===== src/rtl/mini_core_rrv_pkg.sv =====
// Shared types for the mini_core_rrv RV32M multiply/divide sequencer.
// Holds the funct3 op encoding, the FSM states, the request bundle and operand-sign helpers.
package mini_core_rrv_pkg;

    localparam int RRV_XLEN = 32;

    typedef enum logic [2:0] {
        OP_MUL    = 3'd0,
        OP_MULH   = 3'd1,
        OP_MULHSU = 3'd2,
        OP_MULHU  = 3'd3,
        OP_DIV    = 3'd4,
        OP_DIVU   = 3'd5,
        OP_REM    = 3'd6,
        OP_REMU   = 3'd7
    } t_muldiv_op;

    typedef enum logic [1:0] {
        IDLE = 2'd0,
        MUL  = 2'd1,
        DIV  = 2'd2,
        DONE = 2'd3
    } t_muldiv_state;

    typedef struct packed {
        t_muldiv_op            op;
        logic [RRV_XLEN-1:0]   in1;
        logic [RRV_XLEN-1:0]   in2;
        logic [4:0]            rd;
    } t_muldiv_req;

    // MUL shares its low word with every signedness, so it is treated as signed*signed.
    function automatic logic op_in1_signed(input t_muldiv_op op);
        return op inside {OP_MUL, OP_MULH, OP_MULHSU, OP_DIV, OP_REM};
    endfunction

    function automatic logic op_in2_signed(input t_muldiv_op op);
        return op inside {OP_MUL, OP_MULH, OP_DIV, OP_REM};
    endfunction

endpackage


===== src/rtl/mini_core_rrv_muldiv_dp.sv =====
// Shared multiply/divide datapath: one shift-add or restoring-divide iteration per step.
// hi/lo hold accumulator/multiplier for MUL and remainder/quotient for DIV; m is the fixed operand.
module mini_core_rrv_muldiv_dp #(
    parameter int XLEN = 32
) (
    input  logic            clk_i,
    input  logic            rst_ni,
    input  logic            start_i,
    input  logic            step_i,
    input  logic            is_div_i,
    input  logic [XLEN-1:0] a_i,
    input  logic [XLEN-1:0] b_i,
    output logic [XLEN-1:0] hi_nxt_o,
    output logic [XLEN-1:0] lo_nxt_o
);

    logic [XLEN-1:0] hi_q, lo_q, m_q;
    logic            div_q;
    logic [XLEN:0]   sum, shifted, diff;

    always_comb begin
        // NOTE: every output gets a default first so no path can infer a latch.
        hi_nxt_o = hi_q;
        lo_nxt_o = lo_q;
        sum      = {1'b0, hi_q} + (lo_q[0] ? {1'b0, m_q} : '0);
        shifted  = {hi_q, lo_q[XLEN-1]};
        diff     = shifted - {1'b0, m_q};
        if (div_q) begin
            // diff[XLEN] is the borrow: set means the trial subtraction is discarded.
            if (diff[XLEN]) begin
                hi_nxt_o = shifted[XLEN-1:0];
                lo_nxt_o = {lo_q[XLEN-2:0], 1'b0};
            end else begin
                hi_nxt_o = diff[XLEN-1:0];
                lo_nxt_o = {lo_q[XLEN-2:0], 1'b1};
            end
        end else begin
            hi_nxt_o = sum[XLEN:1];
            lo_nxt_o = {sum[0], lo_q[XLEN-1:1]};
        end
    end

    // NOTE: state registers use non-blocking assignments so all of them sample the same edge.
    always_ff @(posedge clk_i) begin
        if (!rst_ni) begin
            hi_q  <= '0;
            lo_q  <= '0;
            m_q   <= '0;
            div_q <= 1'b0;
        end else if (start_i) begin
            hi_q  <= '0;
            lo_q  <= is_div_i ? a_i : b_i;
            m_q   <= is_div_i ? b_i : a_i;
            div_q <= is_div_i;
        end else if (step_i) begin
            hi_q  <= hi_nxt_o;
            lo_q  <= lo_nxt_o;
        end
    end

endmodule


===== src/rtl/mini_core_rrv_muldiv_ctrl.sv =====
// RV32M multiply/divide sequencer beside the Q101H ALU: accepts one op, stalls Q101H while
// iterating, then pulses one result for Q102H writeback. Owns FSM, counter, signs, special cases.
module mini_core_rrv_muldiv_ctrl
    import mini_core_rrv_pkg::*;
#(
    parameter int XLEN      = RRV_XLEN,
    parameter bit FAST_DIV0 = 1'b1
) (
    input  logic            Clock,
    input  logic            Rst,
    input  logic            ReqValidQ101H,
    input  logic [2:0]      ReqOpQ101H,
    input  logic [XLEN-1:0] ReqIn1Q101H,
    input  logic [XLEN-1:0] ReqIn2Q101H,
    input  logic [4:0]      ReqRdQ101H,
    input  logic            Flush,
    output logic            ReqReady,
    output logic            StallQ101H,
    output logic            RspValid,
    output logic [XLEN-1:0] RspData,
    output logic [4:0]      RspRd,
    output logic            Busy
);

    localparam int              CW      = $clog2(XLEN);
    localparam logic [XLEN-1:0] INT_MIN = {1'b1, {(XLEN-1){1'b0}}};

    t_muldiv_state   state_q;
    t_muldiv_op      op_q;
    logic [4:0]      rd_q, rsp_rd_q;
    logic [CW-1:0]   cnt_q;
    logic            neg_q;
    logic [XLEN-1:0] rsp_data_q;

    t_muldiv_req       req;
    logic              accept, is_div, is_rem, in1_neg, in2_neg, div0, ovf, special, neg_d;
    logic [XLEN-1:0]   mag1, mag2, special_data;
    logic [XLEN-1:0]   dp_hi, dp_lo, div_sel, fin_data;
    logic [2*XLEN-1:0] prod, prod_fix;

    always_comb begin
        req.op  = t_muldiv_op'(ReqOpQ101H);
        req.in1 = ReqIn1Q101H;
        req.in2 = ReqIn2Q101H;
        req.rd  = ReqRdQ101H;

        accept  = (state_q == IDLE) && ReqValidQ101H && !Flush;
        is_div  = req.op inside {OP_DIV, OP_DIVU, OP_REM, OP_REMU};
        is_rem  = req.op inside {OP_REM, OP_REMU};
        in1_neg = op_in1_signed(req.op) && req.in1[XLEN-1];
        in2_neg = op_in2_signed(req.op) && req.in2[XLEN-1];
        mag1    = in1_neg ? -req.in1 : req.in1;
        mag2    = in2_neg ? -req.in2 : req.in2;
        div0    = (req.in2 == '0);
        ovf     = (req.op inside {OP_DIV, OP_REM}) && (req.in1 == INT_MIN) && (&req.in2);
        special = FAST_DIV0 && is_div && (div0 || ovf);

        if (div0) special_data = is_rem ? req.in1 : '1;
        else      special_data = is_rem ? '0 : INT_MIN;

        // The loop already yields all-ones for x/0; suppressing the negate keeps it that way.
        if (!is_div)     neg_d = in1_neg ^ in2_neg;
        else if (is_rem) neg_d = in1_neg;
        else             neg_d = (in1_neg ^ in2_neg) && !div0;
    end

    // Final result is taken from the datapath's last-step value so it lands together with DONE.
    always_comb begin
        prod     = {dp_hi, dp_lo};
        prod_fix = neg_q ? -prod : prod;
        div_sel  = (op_q inside {OP_REM, OP_REMU}) ? dp_hi : dp_lo;
        if (state_q == DIV)      fin_data = neg_q ? -div_sel : div_sel;
        else if (op_q == OP_MUL) fin_data = prod_fix[XLEN-1:0];
        else                     fin_data = prod_fix[2*XLEN-1:XLEN];
    end

    mini_core_rrv_muldiv_dp #(.XLEN(XLEN)) u_dp (
        .clk_i    (Clock),
        .rst_ni   (Rst),
        .start_i  (accept && !special),
        .step_i   ((state_q == MUL) || (state_q == DIV)),
        .is_div_i (is_div),
        .a_i      (mag1),
        .b_i      (mag2),
        .hi_nxt_o (dp_hi),
        .lo_nxt_o (dp_lo)
    );

    always_ff @(posedge Clock) begin
        if (!Rst) begin
            state_q    <= IDLE;
            op_q       <= OP_MUL;
            rd_q       <= '0;
            cnt_q      <= '0;
            neg_q      <= 1'b0;
            rsp_data_q <= '0;
            rsp_rd_q   <= '0;
        end else begin
            case (state_q)
                IDLE: begin
                    if (accept) begin
                        op_q  <= req.op;
                        rd_q  <= req.rd;
                        neg_q <= neg_d;
                        cnt_q <= CW'(XLEN - 1);
                        if (special) begin
                            state_q    <= DONE;
                            rsp_data_q <= special_data;
                            rsp_rd_q   <= req.rd;
                        end else begin
                            state_q <= is_div ? DIV : MUL;
                        end
                    end
                end
                MUL, DIV: begin
                    if (Flush) begin
                        state_q <= IDLE;
                    end else if (cnt_q == '0) begin
                        state_q    <= DONE;
                        rsp_data_q <= fin_data;
                        rsp_rd_q   <= rd_q;
                    end else begin
                        cnt_q <= cnt_q - 1'b1;
                    end
                end
                default: state_q <= IDLE;
            endcase
        end
    end

    assign ReqReady   = (state_q == IDLE);
    assign Busy       = (state_q != IDLE);
    assign StallQ101H = accept || (state_q == MUL) || (state_q == DIV);
    assign RspValid   = (state_q == DONE) && !Flush;
    assign RspData    = rsp_data_q;
    assign RspRd      = rsp_rd_q;

endmodule


===== config.mk =====
export PLATFORM = sky130hd
export DESIGN_NAME = mini_core_rrv_muldiv_ctrl
export DESIGN_NICKNAME = d
export VERILOG_FILES = /design/src/rtl/mini_core_rrv_pkg.sv /design/src/rtl/mini_core_rrv_muldiv_dp.sv /design/src/rtl/mini_core_rrv_muldiv_ctrl.sv
export SDC_FILE = /design/constraint.sdc
export NUM_CORES = 1
export LEC_CHECK = 0
export ABC_AREA = 1
export ABC_CLOCK_PERIOD_IN_PS = 11850
export CORE_MARGIN = 5
export CORE_UTILIZATION = 47
export CTS_CLUSTER_DIAMETER = 80
export DETAILED_ROUTE_END_ITERATION = 16
export PLACE_DENSITY_LB_ADDON = 0.3
export SYNTH_ARGS = -nofsm -noshare
export SYNTH_HDL_FRONTEND = slang
export SYNTH_SLANG_ARGS = --single-unit

===== constraint.sdc =====
create_clock -name Clock -period 11.85 [get_ports Clock]
set_input_delay 1.185 -clock Clock [delete_from_list [all_inputs] [get_ports Clock]]
set_output_delay 1.185 -clock Clock [all_outputs]
set_load 0.01 [all_outputs]

# Word-level counts from Yosys, hierarchy flattened
# Cells that the tools add are included.
dict set report word_totals {
  word_cells 117
  romBits 0
  latch_bits 0
  output_inout_bits 41
  ramBits 0
  regBits 150
  memories 0
}
dict set report classes {
  addsub 7
  div_mod_pow 0
  n_bitwise 2
  mux 41
  n_mul 0
  n_eq_ne 18
  shifts 0
  n_reduce_logical 38
  magnitude_cmp 0
}
# cell n
set op_table {}
lappend op_table {{32-bit two-way mux} 21}
lappend op_table {{32-bit negator} 3}
lappend op_table {{64-bit two-way mux} 1}
lappend op_table {{64-bit negator} 1}
lappend op_table {{32-bit case mux with 2 select lines} 1}
lappend op_table {{5-bit two-way mux} 7}
lappend op_table {{32-bit by 33-bit adder with 33-bit output} 1}
lappend op_table {{33-bit by 32-bit subtractor with 33-bit output} 1}
lappend op_table {{32-bit equality test (second input constant)} 1}
lappend op_table {{32-bit logical NOT} 1}
lappend op_table {{32-bit AND reduction} 1}
lappend op_table {{5-bit case mux with 2 select lines} 2}
lappend op_table {{3-bit equality test (second input constant)} 6}
lappend op_table {{2-bit nonzero test} 6}
lappend op_table {{1-bit logical AND} 10}
lappend op_table {{2-bit two-way mux} 5}
lappend op_table {{4-bit nonzero test} 2}
lappend op_table {{3-bit logical NOT} 2}
lappend op_table {{2-bit != test (second input constant)} 3}
lappend op_table {{5-bit logical NOT} 1}
lappend op_table {{5-bit AND reduction} 1}
lappend op_table {{5-bit nonzero test} 1}
lappend op_table {{5-bit by 1-bit subtractor with 5-bit output (second input constant)} 1}
lappend op_table {{2-bit equality test (second input constant)} 2}
lappend op_table {{15 further kinds} 25}

# Longest topological paths before layout
# Gate-level depths: netlist of the first run.
dict set report depth {
  word_depth 10
  ltp_mapped 37
  ltp_nobuf 37
}

# Cells and area by module
# A second synthesis of the first run with hierarchy kept.
dict set report unflattened {
  cells_unflattened 3605
  hier_area_um2 19348.6
}
# mod area_each_um2 cells_per_inst seq_area_each_um2 n_inst
set by_module_without_submodules {}
lappend by_module_without_submodules {mini_core_rrv_muldiv_dp 10627.7 1914 1941.9 1}
lappend by_module_without_submodules {mini_core_rrv_muldiv_ctrl 8720.9 1691 1061.0 1}

# Worst setup path before layout of the first run
# No wires, ideal clock.
dict set report synth_path {
  path_type {register to register}
  startpoint {register u_dp.lo_q[31]}
  endpoint {register rsp_data_q[24] (netlist: RspData[24])}
  path_slack_ps 7904
  arrival_time_ps 3812
  stages_incl_launch_ff 36
  setup_ps 134
  period_less_slack_ps 3946
  cell_sequence {dfxtp_1 > inv_1 > ha_1 > inv_1 > fa_1 > nand2_1 > nand2_1 > nand3_1 > nand2_1 > nand2_1 > nand2_2 > nand2_4 > nand3_2 > nand3_2 > nand2_2 > inv_2 > ha_1 > nand3_1 > nor2_1 > nand2_1 > nor2_2 > nand2_1 > nor2_2 > nand3b_1 > nor2_2 > nand4_2 > nor2_2 > nand3_1 > nand2_1 > nand3_1 > nand3_1 > nand2_1 > nand2_1 > nand3_1 > nand2_1 > a21oi_1}
}
dict set report synth_between {
  elab_chain_cells 10
  elab_cells_between_ends 15
  classes_between {3 x add/sub; 12 x mux}
}
# item line
set synth_lines {}
lappend synth_lines {{start: declaration} mini_core_rrv_muldiv_dp.sv:17} ;# logic [XLEN-1:0] hi_q, lo_q, m_q;
lappend synth_lines {{start signal: assignment} mini_core_rrv_muldiv_dp.sv:52} ;# lo_q <= is_div_i ? a_i : b_i;
lappend synth_lines {{start signal: assignment} mini_core_rrv_muldiv_dp.sv:57} ;# lo_q <= lo_nxt_o;
lappend synth_lines {{33-bit by 32-bit subtractor with 33-bit output} mini_core_rrv_muldiv_dp.sv:27} ;# diff = shifted - {1'b0, m_q};
lappend synth_lines {{1-bit two-way mux / 32-bit two-way mux (equally long branches)} mini_core_rrv_muldiv_dp.sv:30} ;# if (diff[XLEN]) begin
lappend synth_lines {{32-bit two-way mux} mini_core_rrv_muldiv_dp.sv:28} ;# if (div_q) begin
lappend synth_lines {{64-bit negator / 32-bit two-way mux (equally long branches)} {mini_core_rrv_muldiv_ctrl.sv:70, mini_core_rrv_muldiv_ctrl.sv:71}}
lappend synth_lines {{64-bit two-way mux / 32-bit negator (equally long branches)} {mini_core_rrv_muldiv_ctrl.sv:70, mini_core_rrv_muldiv_ctrl.sv:72}}
lappend synth_lines {{32-bit two-way mux, on equally long branches} {mini_core_rrv_muldiv_ctrl.sv:73, mini_core_rrv_muldiv_ctrl.sv:72}}
lappend synth_lines {{32-bit two-way mux (*)} mini_core_rrv_muldiv_ctrl.sv:72} ;# if (state_q == DIV) fin_data = neg_q ? -div_sel : div_sel;
lappend synth_lines {{32-bit two-way mux (*)} mini_core_rrv_muldiv_ctrl.sv:118} ;# end else if (cnt_q == '0) begin
lappend synth_lines {{32-bit two-way mux (*)} mini_core_rrv_muldiv_ctrl.sv:116} ;# if (Flush) begin
lappend synth_lines {{32-bit case mux with 2 select lines (*)} mini_core_rrv_muldiv_ctrl.sv:99} ;# case (state_q)
lappend synth_lines {{end signal: assignment} mini_core_rrv_muldiv_ctrl.sv:108} ;# rsp_data_q <= special_data;
lappend synth_lines {{end signal: assignment} mini_core_rrv_muldiv_ctrl.sv:120} ;# rsp_data_q <= fin_data;
lappend synth_lines {{end: declaration} mini_core_rrv_muldiv_ctrl.sv:33} ;# logic [XLEN-1:0] rsp_data_q;
# Mark *: on every way between the ends. The rest lies on a longest branch, timed or not. The select of a mux whose other input is x is not followed.
# A chain may end at the register's enable or synchronous reset.

# Worst setup path in the final report of the first run
dict set report layout_path {
  startpoint {register u_dp.lo_q[31]}
  endpoint {register rsp_data_q[4] (netlist: RspData[4])}
}
# The elaborated chain is that of the path after synthesis.

==> impl_summary.txt, run 1 <==
----------------------------------------------------
[Global routing]
  Tot GR Track Use ... 0.374
  Antenna violations before repair ... 1
  Wire length of the first global-routing pass ... 126 mm
  Vias in the first global route ... 20400
  Maximum number of pins on one net before global-route repair ... 81
  Final global-route overflow total ... 0

[Hold path]
  Hold Crit Class ... flop to flop

[Worst setup path]
  Data arrival time of the worst path ... approximately 5.7 ns
  Slowest-stage cell, CP ... sky130_fd_sc_hd__o31ai_1
  Category of the most critical setup path ... flop to flop
  Capturing element type of the critical path ... flop
  Gate family responsible for the most delay along the worst path ... simple AND/OR/NAND/NOR gates
  Data required time at the worst endpoint ... 12.13 ns
  Largest stage delay on the critical path ... 0.52 ns
  Number of buffer and inverter stages on the critical path ... 3
  Library cell appearing most often on the critical path ... sky130_fd_sc_hd__nand2_1
  Sort of element at the start of the critical path ... flop
  Crit path max fanout ... 8

[Cells and area]
  Layout Cell Area excl Fill ... between 20000 and 25000 µm²
  Number of diodes ... 0
  Fraction of layout instances using a drive strength above 1 ... 0.0566
  Most common cell after layout, fill and taps aside ... sky130_fd_sc_hd__nand2_1
  Most used cells in the layout excluding fill and tap cells ... sky130_fd_sc_hd__nand2_1 (974), sky130_fd_sc_hd__inv_1 (419), sky130_fd_sc_hd__nor2_1 (347)
  Non-filler cells in the finished layout ... 3890
  Layout Nets ... roughly 3500
  Layout Area Growth over Synthesis ... 11.1%
  Fill cell instance count of the final layout ... ~4200

[CTS]
  Buffers inserted by post-CTS timing repair ... 0
  Clock buffer count from CTS ... 17
  Htree depth ... 4
  Count of hold-fix buffers inserted at cts ... 0
  Clock Sink Count ... 150
  CTS tree ... yes
  Largest buffer count on any clock path ... 2
  Clk_lat worst skew ... 0.46 ns
  Clock slew at the register clock pins of the worst setup and hold paths ... 0.07 ns
  Library cell used as clock root buffer ... sky130_fd_sc_hd__clkbuf_16
  Count of cells resized by post-cts repair ... 0

[Routing]
  Detailed-router iteration count before antenna repair ... 7
  Vias post-DR ... 23000
  Detailed-route vias per instance ... 5.92
  ANT nets after route ... 0
  DR iter-0 viols ... between 3000 and 4000
  Total length of routed wires ... approximately 85 mm
  Drt drc ... 0
  Routed len/inst ... 21.8 µm

[STA]
  Unrepaired setup endpoints after global routing ... no
  Relative slew slack ... 0.131
  Final number of setup-violating endpoints ... 0
  Setup TNS after final layout ... 0 ns
  Clock Skew ... between 0.015 and 0.02 ns
  Min Clock Period, post-route ... 5.42 ns
  Hold Fails Final Rpt ... 0
  Maximum clock frequency ... 185 MHz
  Final clock period utilization by the worst path ... 0.457
  Final-report max-slew violation count ... 0
  Pin slew with the least headroom to its limit ... between 1 and 1.5 ns

[Yosys]
  Count of flip-flops with a built-in enable after synthesis ... 0
  Share of the synthesized area in the top cell type ... 0.200
  Ranking of synthesized cells by area ... sky130_fd_sc_hd__nand2_1 (20%), sky130_fd_sc_hd__dfxtp_1 (16%), sky130_fd_sc_hd__inv_1 (8.6%), sky130_fd_sc_hd__nor2_1 (7.1%), sky130_fd_sc_hd__o21ai_0 (7.1%)
  Distinct cell type count of the synthesized netlist ... 56
  Most instantiated flip-flop cell in the synthesis netlist ... sky130_fd_sc_hd__dfxtp_1
  Mapped Nets ... 3483
  Share of flip-flops with an asynchronous set or reset after synthesis ... 0
  Part of the Yosys area used for sequential elements ... 0.164
  Largest area contributor in the netlist ... sky130_fd_sc_hd__nand2_1
  Total of flip-flops plus latches after synthesis ... 150
  Syn. warnings ... 0
  Post-Syn Area ... 18300 µm²
  Average size of a mapped cell ... 5.49 µm²
  Synthesized instance count ... 3329

[Placed design]
  Buffers on Ports ... ~120
  DP Wirelength ... 67.5 mm
  Final RePlAce weighted congestion ... 1.08
  Area of placed instances ... 19700 µm²
  # placed instances ... 3858

[Pwr]
  Leak ... 10.0 nW
  Ratio of total power to cell area ... 194 nW/µm²
  Max VDD drop ... 176 µV

[Die]
  Die Span X ... 207 µm
  Floorplan Core Area ... 38600 µm²
  Die height ... 207 µm
  I/O Pins ... 117
  Area of the die ... roughly 43000 µm²
  Count of standard-cell rows ... approximately 70
  Starting Density ... 0.474

[Run status]
  Status ... completed

[Flow run]
  Maximum capacitance violations ... 0

----------------------------------------------------
-- worst reg2reg max path, delay by kind of cell, from the launching register on --
family | cells | cell delay, ns
buffers and inverters | 3 | 0.33
adders and majority gates | 3 | 0.81
and+or+nand+nor | 22 | 3.00
DFF | 1 | 0.31
AOI/OAI and AO/OA | 3 | 0.80
-- power by group --
part           internal, mW  switching (mW)  leakage, nW  total, mW
sequential            0.586          0.0710         1.22      0.657
clock                 0.321           0.274        0.297      0.596
combinational         0.739            1.94         8.48       2.68
total                  1.65            2.28         10.0       3.93
-- layer usage --
layer | track usage | vias to the layer above | part of all wire
met5 | 0 | - | 0.00013
met4 | 0.201 | 2 | 0.066
met3 | 0.0858 | 282 | 0.12
met2 | 0.537 | 1527 | 0.40
met1 | 0.518 | 10400 | 0.41
li1 | - | 10900 | -
-- cell type report --
cell class,instances,area [µm²],area share
Multi-Input combinational cell,2603,13000,0.642
Sequential cell,150,3010,0.148
Inverter,448,1680,0.0828
Timing Repair Buffer,139,1320,0.0652
Tap cell,518,648,0.0319
Clock buffer,18,429,0.0211
Clock inverter,14,181,0.00893
-- final timing paths --
check,from,to,depth (start not counted),slack [ns]
min,RspData[30],RspData[30],2,0.48
max reg2reg,u_dp.lo_q[31],RspData[4],31,6.43
max,u_dp.lo_q[31],RspData[4],31,6.43
min reg2reg,RspData[30],RspData[30],2,0.48
-- Yosys cell counts, types with 5 or more instances --
library cell	number
sky130_fd_sc_hd__nand2_1	974
sky130_fd_sc_hd__inv_1	420
sky130_fd_sc_hd__nor2_1	347
sky130_fd_sc_hd__o21ai_0	258
sky130_fd_sc_hd__nand3_1	248
sky130_fd_sc_hd__a21oi_1	233
sky130_fd_sc_hd__dfxtp_1	150
sky130_fd_sc_hd__clkbuf_1	91
sky130_fd_sc_hd__ha_1	76
sky130_fd_sc_hd__xor2_1	66
sky130_fd_sc_hd__nand4_1	38
sky130_fd_sc_hd__nor3_1	38
sky130_fd_sc_hd__a31oi_1	34
sky130_fd_sc_hd__nand2_2	31
sky130_fd_sc_hd__o21ai_1	27
sky130_fd_sc_hd__nor2_2	22
sky130_fd_sc_hd__o22ai_1	22
sky130_fd_sc_hd__xnor2_1	22
sky130_fd_sc_hd__buf_2	20
sky130_fd_sc_hd__inv_2	20
sky130_fd_sc_hd__o211ai_1	19
sky130_fd_sc_hd__or2_2	13
sky130_fd_sc_hd__nand3_2	12
sky130_fd_sc_hd__nand3b_1	11
sky130_fd_sc_hd__o21a_1	11
sky130_fd_sc_hd__o32ai_1	9
sky130_fd_sc_hd__a221oi_1	8
sky130_fd_sc_hd__buf_1	8
sky130_fd_sc_hd__clkinv_1	8
sky130_fd_sc_hd__o21bai_1	8
sky130_fd_sc_hd__o221ai_1	8
sky130_fd_sc_hd__nand2_4	7
sky130_fd_sc_hd__nor4_1	7
sky130_fd_sc_hd__a21oi_2	6
sky130_fd_sc_hd__o21ai_2	5
sky130_fd_sc_hd__o31ai_1	5
-- kinds of logic (layout without fill, tap and decap cells) --
family | Yosys count | after routing | synth area share
AOI/OAI and AO/OA | 668 | 668 | 0.203
xor gates and xnor gates | 88 | 88 | 0.0421
adders and majority gates | 78 | 78 | 0.0542
buffers and inverters | 576 | 619 | 0.123
DFF | 150 | 150 | 0.164
and+or+nand+nor | 1769 | 1769 | 0.413
-- metrics by stage --
step	utilization	power (mW)	setup slack, ns	hold WS [ns]
2_1_floorplan	-	2.44	7.90	0.440
3_3_place_gp	0.511	3.22	6.49	0.465
3_5_place_dp	0.511	3.22	6.30	0.461
4_1_cts	0.527	3.81	6.70	0.476
5_1_grt	0.527	4.16	6.14	0.503
6_report	0.527	3.93	6.43	0.478
-- state kept, by name, indices dropped and copies added, names as in the netlist --
signal / count
op_q: 3
u_dp.div_q: 1
neg_q: 1
u_dp.hi_q: 32
state_q: 2
rd_q: 5
cnt_q: 5
RspData: 32
RspRd: 5
u_dp.m_q: 32
u_dp.lo_q: 32
Power figures use the tool's default switching activity.
==> run 2: changes to the inputs <==
--- a/config.mk
+++ b/config.mk
@@ -6,7 +6,7 @@
 export NUM_CORES = 1
 export LEC_CHECK = 0
 export ABC_AREA = 1
-export ABC_CLOCK_PERIOD_IN_PS = 11850
+export ABC_CLOCK_PERIOD_IN_PS = 4920
 export CORE_MARGIN = 5
 export CORE_UTILIZATION = 47
 export CTS_CLUSTER_DIAMETER = 80
==> constraint.sdc (replaced) <==
create_clock -name Clock -period 4.92 [get_ports Clock]
set_input_delay 0.492 -clock Clock [delete_from_list [all_inputs] [get_ports Clock]]
set_output_delay 0.492 -clock Clock [all_outputs]
set_load 0.01 [all_outputs]
==> impl_summary.txt, run 2 (synthesis gave the netlist of run 1 again) <==
----------------------------------------------------
[STA]
  Maximum clock frequency ... 220 MHz (+19%)
  Setup TNS after final layout ... 0 ns (unchanged)
  Final Hold Slack ... 0.471 ns (-0.00734 ns)
  Min Clock Period, post-route ... 4.54 ns (-0.883 ns)
  Final number of setup-violating endpoints ... 0 (unchanged)
  Final-report max-slew violation count ... 0 (unchanged)
  Hold Fails Final Rpt ... 0 (unchanged)
  Pin slew with the least headroom to its limit ... 1.08 ns (-0.221 ns)
  Clock Skew ... 0.00944 ns (-0.00610 ns)
  Relative slew slack ... 0.271 (+0.140)
  Final clock period utilization by the worst path ... 0.922 (+0.465)

[Global routing]
  Wire length of the first global-routing pass ... 129 mm (+2.5%)
  Final global-route overflow total ... 0 (unchanged)
  Vias in the first global route ... 20800 (+2.0%)
  Tot GR Track Use ... 0.384 (+0.0108)
  Antenna violations before repair ... 4 (+3)
  Maximum number of pins on one net before global-route repair ... 95 (+17%)

[Hold path]
  Min-delay src ... RspData[25]
  Hold Path End ... RspData[25]
  Hold Crit Class ... flop to flop
  Cell count of the worst hold path ... 2 (unchanged)

[Worst setup path]
  Crit path max fanout ... 3 (-5)
  Library cell appearing most often on the critical path ... sky130_fd_sc_hd__nand2_1
  Critical R2R Launch ... u_dp.lo_q[31]
  Largest stage delay on the critical path ... 0.37 ns (-0.15 ns)
  Sort of element at the start of the critical path ... flop
  Data required time at the worst endpoint ... 5.32 ns (-6.81 ns)
  Critical Path Source ... u_dp.lo_q[31]
  Data arrival time of the worst path ... 4.94 ns (-0.76 ns)
  Category of the most critical setup path ... flop to flop
  Worst-case register-to-register setup slack ... 0.38 ns (-6.05 ns)
  Worst-case reg-to-reg path depth ... 32 (+3.2%)
  Slowest-stage cell, CP ... sky130_fd_sc_hd__fa_2
  Gate family responsible for the most delay along the worst path ... simple AND/OR/NAND/NOR gates
  Capturing element type of the critical path ... flop
  Number of buffer and inverter stages on the critical path ... 4 (+1)
  R2R Path End ... RspData[22]

[CTS]
  Clk_lat worst skew ... 0.47 ns (about the same)
  Clock buffer count from CTS ... 17 (unchanged)
  Clock slew at the register clock pins of the worst setup and hold paths ... 0.07 ns (about the same)
  CTS tree ... yes
  Htree depth ... 4 (unchanged)
  Clock Sink Count ... 150 (unchanged)
  Largest buffer count on any clock path ... 2 (unchanged)
  Count of hold-fix buffers inserted at cts ... 0 (unchanged)
  Library cell used as clock root buffer ... sky130_fd_sc_hd__clkbuf_16

[Die]
  Area of the die ... 43000 µm² (unchanged)
  Die height ... 207 µm (unchanged)
  Starting Density ... 0.474 (unchanged)
  Count of standard-cell rows ... 72 (unchanged)
  Die Span X ... 207 µm (unchanged)
  I/O Pins ... 117 (unchanged)
  Floorplan Core Area ... 38600 µm² (unchanged)

[Routing]
  Drt drc ... 0 (unchanged)
  Routed len/inst ... 21.9 µm (+0.40%)
  Detailed-route vias per instance ... 5.93 (+0.17%)
  ANT nets after route ... 0 (unchanged)
  Vias post-DR ... 23500 (+1.8%)
  Total length of routed wires ... 86.5 mm (+2.1%)
  Detailed-router iteration count before antenna repair ... 6 (-1)
  DR iter-0 viols ... 3991 (+11%)

[Cells and area]
  Most used cells in the layout excluding fill and tap cells ... sky130_fd_sc_hd__nand2_1 (973), sky130_fd_sc_hd__inv_1 (419), sky130_fd_sc_hd__nor2_1 (346)
  Layout Nets ... 3577 (+1.8%)
  Final core occ ... 0.541 (+0.0139)
  Fraction of layout instances using a drive strength above 1 ... 0.0757 (+0.0190)
  Most common cell after layout, fill and taps aside ... sky130_fd_sc_hd__nand2_1
  Layout Area Growth over Synthesis ... 14.0%
  Non-filler cells in the finished layout ... 3955 (+1.7%)

[Placed design]
  Final RePlAce weighted congestion ... 1.13 (+4.9%)
  # placed instances ... 3916 (+1.5%)
  DP Wirelength ... 69.7 mm (+3.2%)
  Buffers on Ports ... 116 (unchanged)

[Pwr]
  Max VDD drop ... 572 µV (+220%)
  Ratio of total power to cell area ... 467 nW/µm² (+140%)
  Leak ... 10.3 nW (+3.3%)
  Power, Total ... 9.75 mW (+150%)

[Flow run]
  Maximum capacitance violations ... 0 (unchanged)

[Run status]
  Status ... completed

----------------------------------------------------
-- run 2: cell count changes in the layout (fill, tap and decap cells not counted), sizes merged --
cell	previous run	this run
clkinv	11	10
clkbuf	18	19
diode	0	1
buf	25	89
clkinvlp	1	2
inv	448	447
-- run 2: cell type report --
cell class	count	area (µm²)
Antenna cell	1	2.50
Clock buffer	19	464
Fill cell	4185	17700
Sequential cell	150	3010
Inverter	448	1680
Clock inverter	13	158
Tap cell	518	648
Multi-Input combinational cell	2603	13100
Timing Repair Buffer	203	1830
-- run 2: timing repair --
action | in CTS | in global routing
buffers inserted | 0 | 6
resized for setup | 0 | 5
setup endpoints to repair | 0 | 13
endpoints found under the hold margin | 0 | 0
-- run 2: worst min-delay path, cell delays in order (launching register included) --
cell	delay [ns]
sky130_fd_sc_hd__dfxtp_1	0.31
sky130_fd_sc_hd__nand2_1	0.06
sky130_fd_sc_hd__a21oi_1	0.06
-- run 2: worst max path at each step --
stage	end	slack, ns	cells past startpoint
2_1_floorplan	RspData[24]	0.97	35
3_3_place_gp	RspData[24]	0.49	36
3_5_place_dp	RspData[24]	0.40	36
4_1_cts	RspData[24]	0.37	36
5_1_grt	RspData[10]	-0.02	35
6_report	RspData[22]	0.38	32
-- run 2: layer usage --
layer,global-route usage,vias up,wire (µm)
met5,0,-,27
met4,0.211,4,6070
met3,0.0842,326,11000
met2,0.565,1686,35100
met1,0.523,10500,34400
li1,-,11000,-
-- run 2: stage by stage --
| stage | instance area, µm² | setup WS [ns] |
|---|---|---|
| 2_1_floorplan | 18300 | 0.974 |
| 3_3_place_gp | 20200 | 0.493 |
| 3_5_place_dp | 20200 | 0.395 |
| 4_1_cts | 20800 | 0.374 |
| 5_1_grt | 20800 | -0.0190 |
| 6_report | 20800 | 0.383 |
-- run 2: report_power, final --
| group | internal, mW | total, mW | switching [mW] | leakage, nW |
|---|---|---|---|---|
| logic | 1.95 | 6.73 | 4.78 | 8.80 |
| registers | 1.41 | 1.57 | 0.159 | 1.22 |
| clock network | 0.807 | 1.45 | 0.641 | 0.302 |
| total | 4.17 | 9.75 | 5.58 | 10.3 |
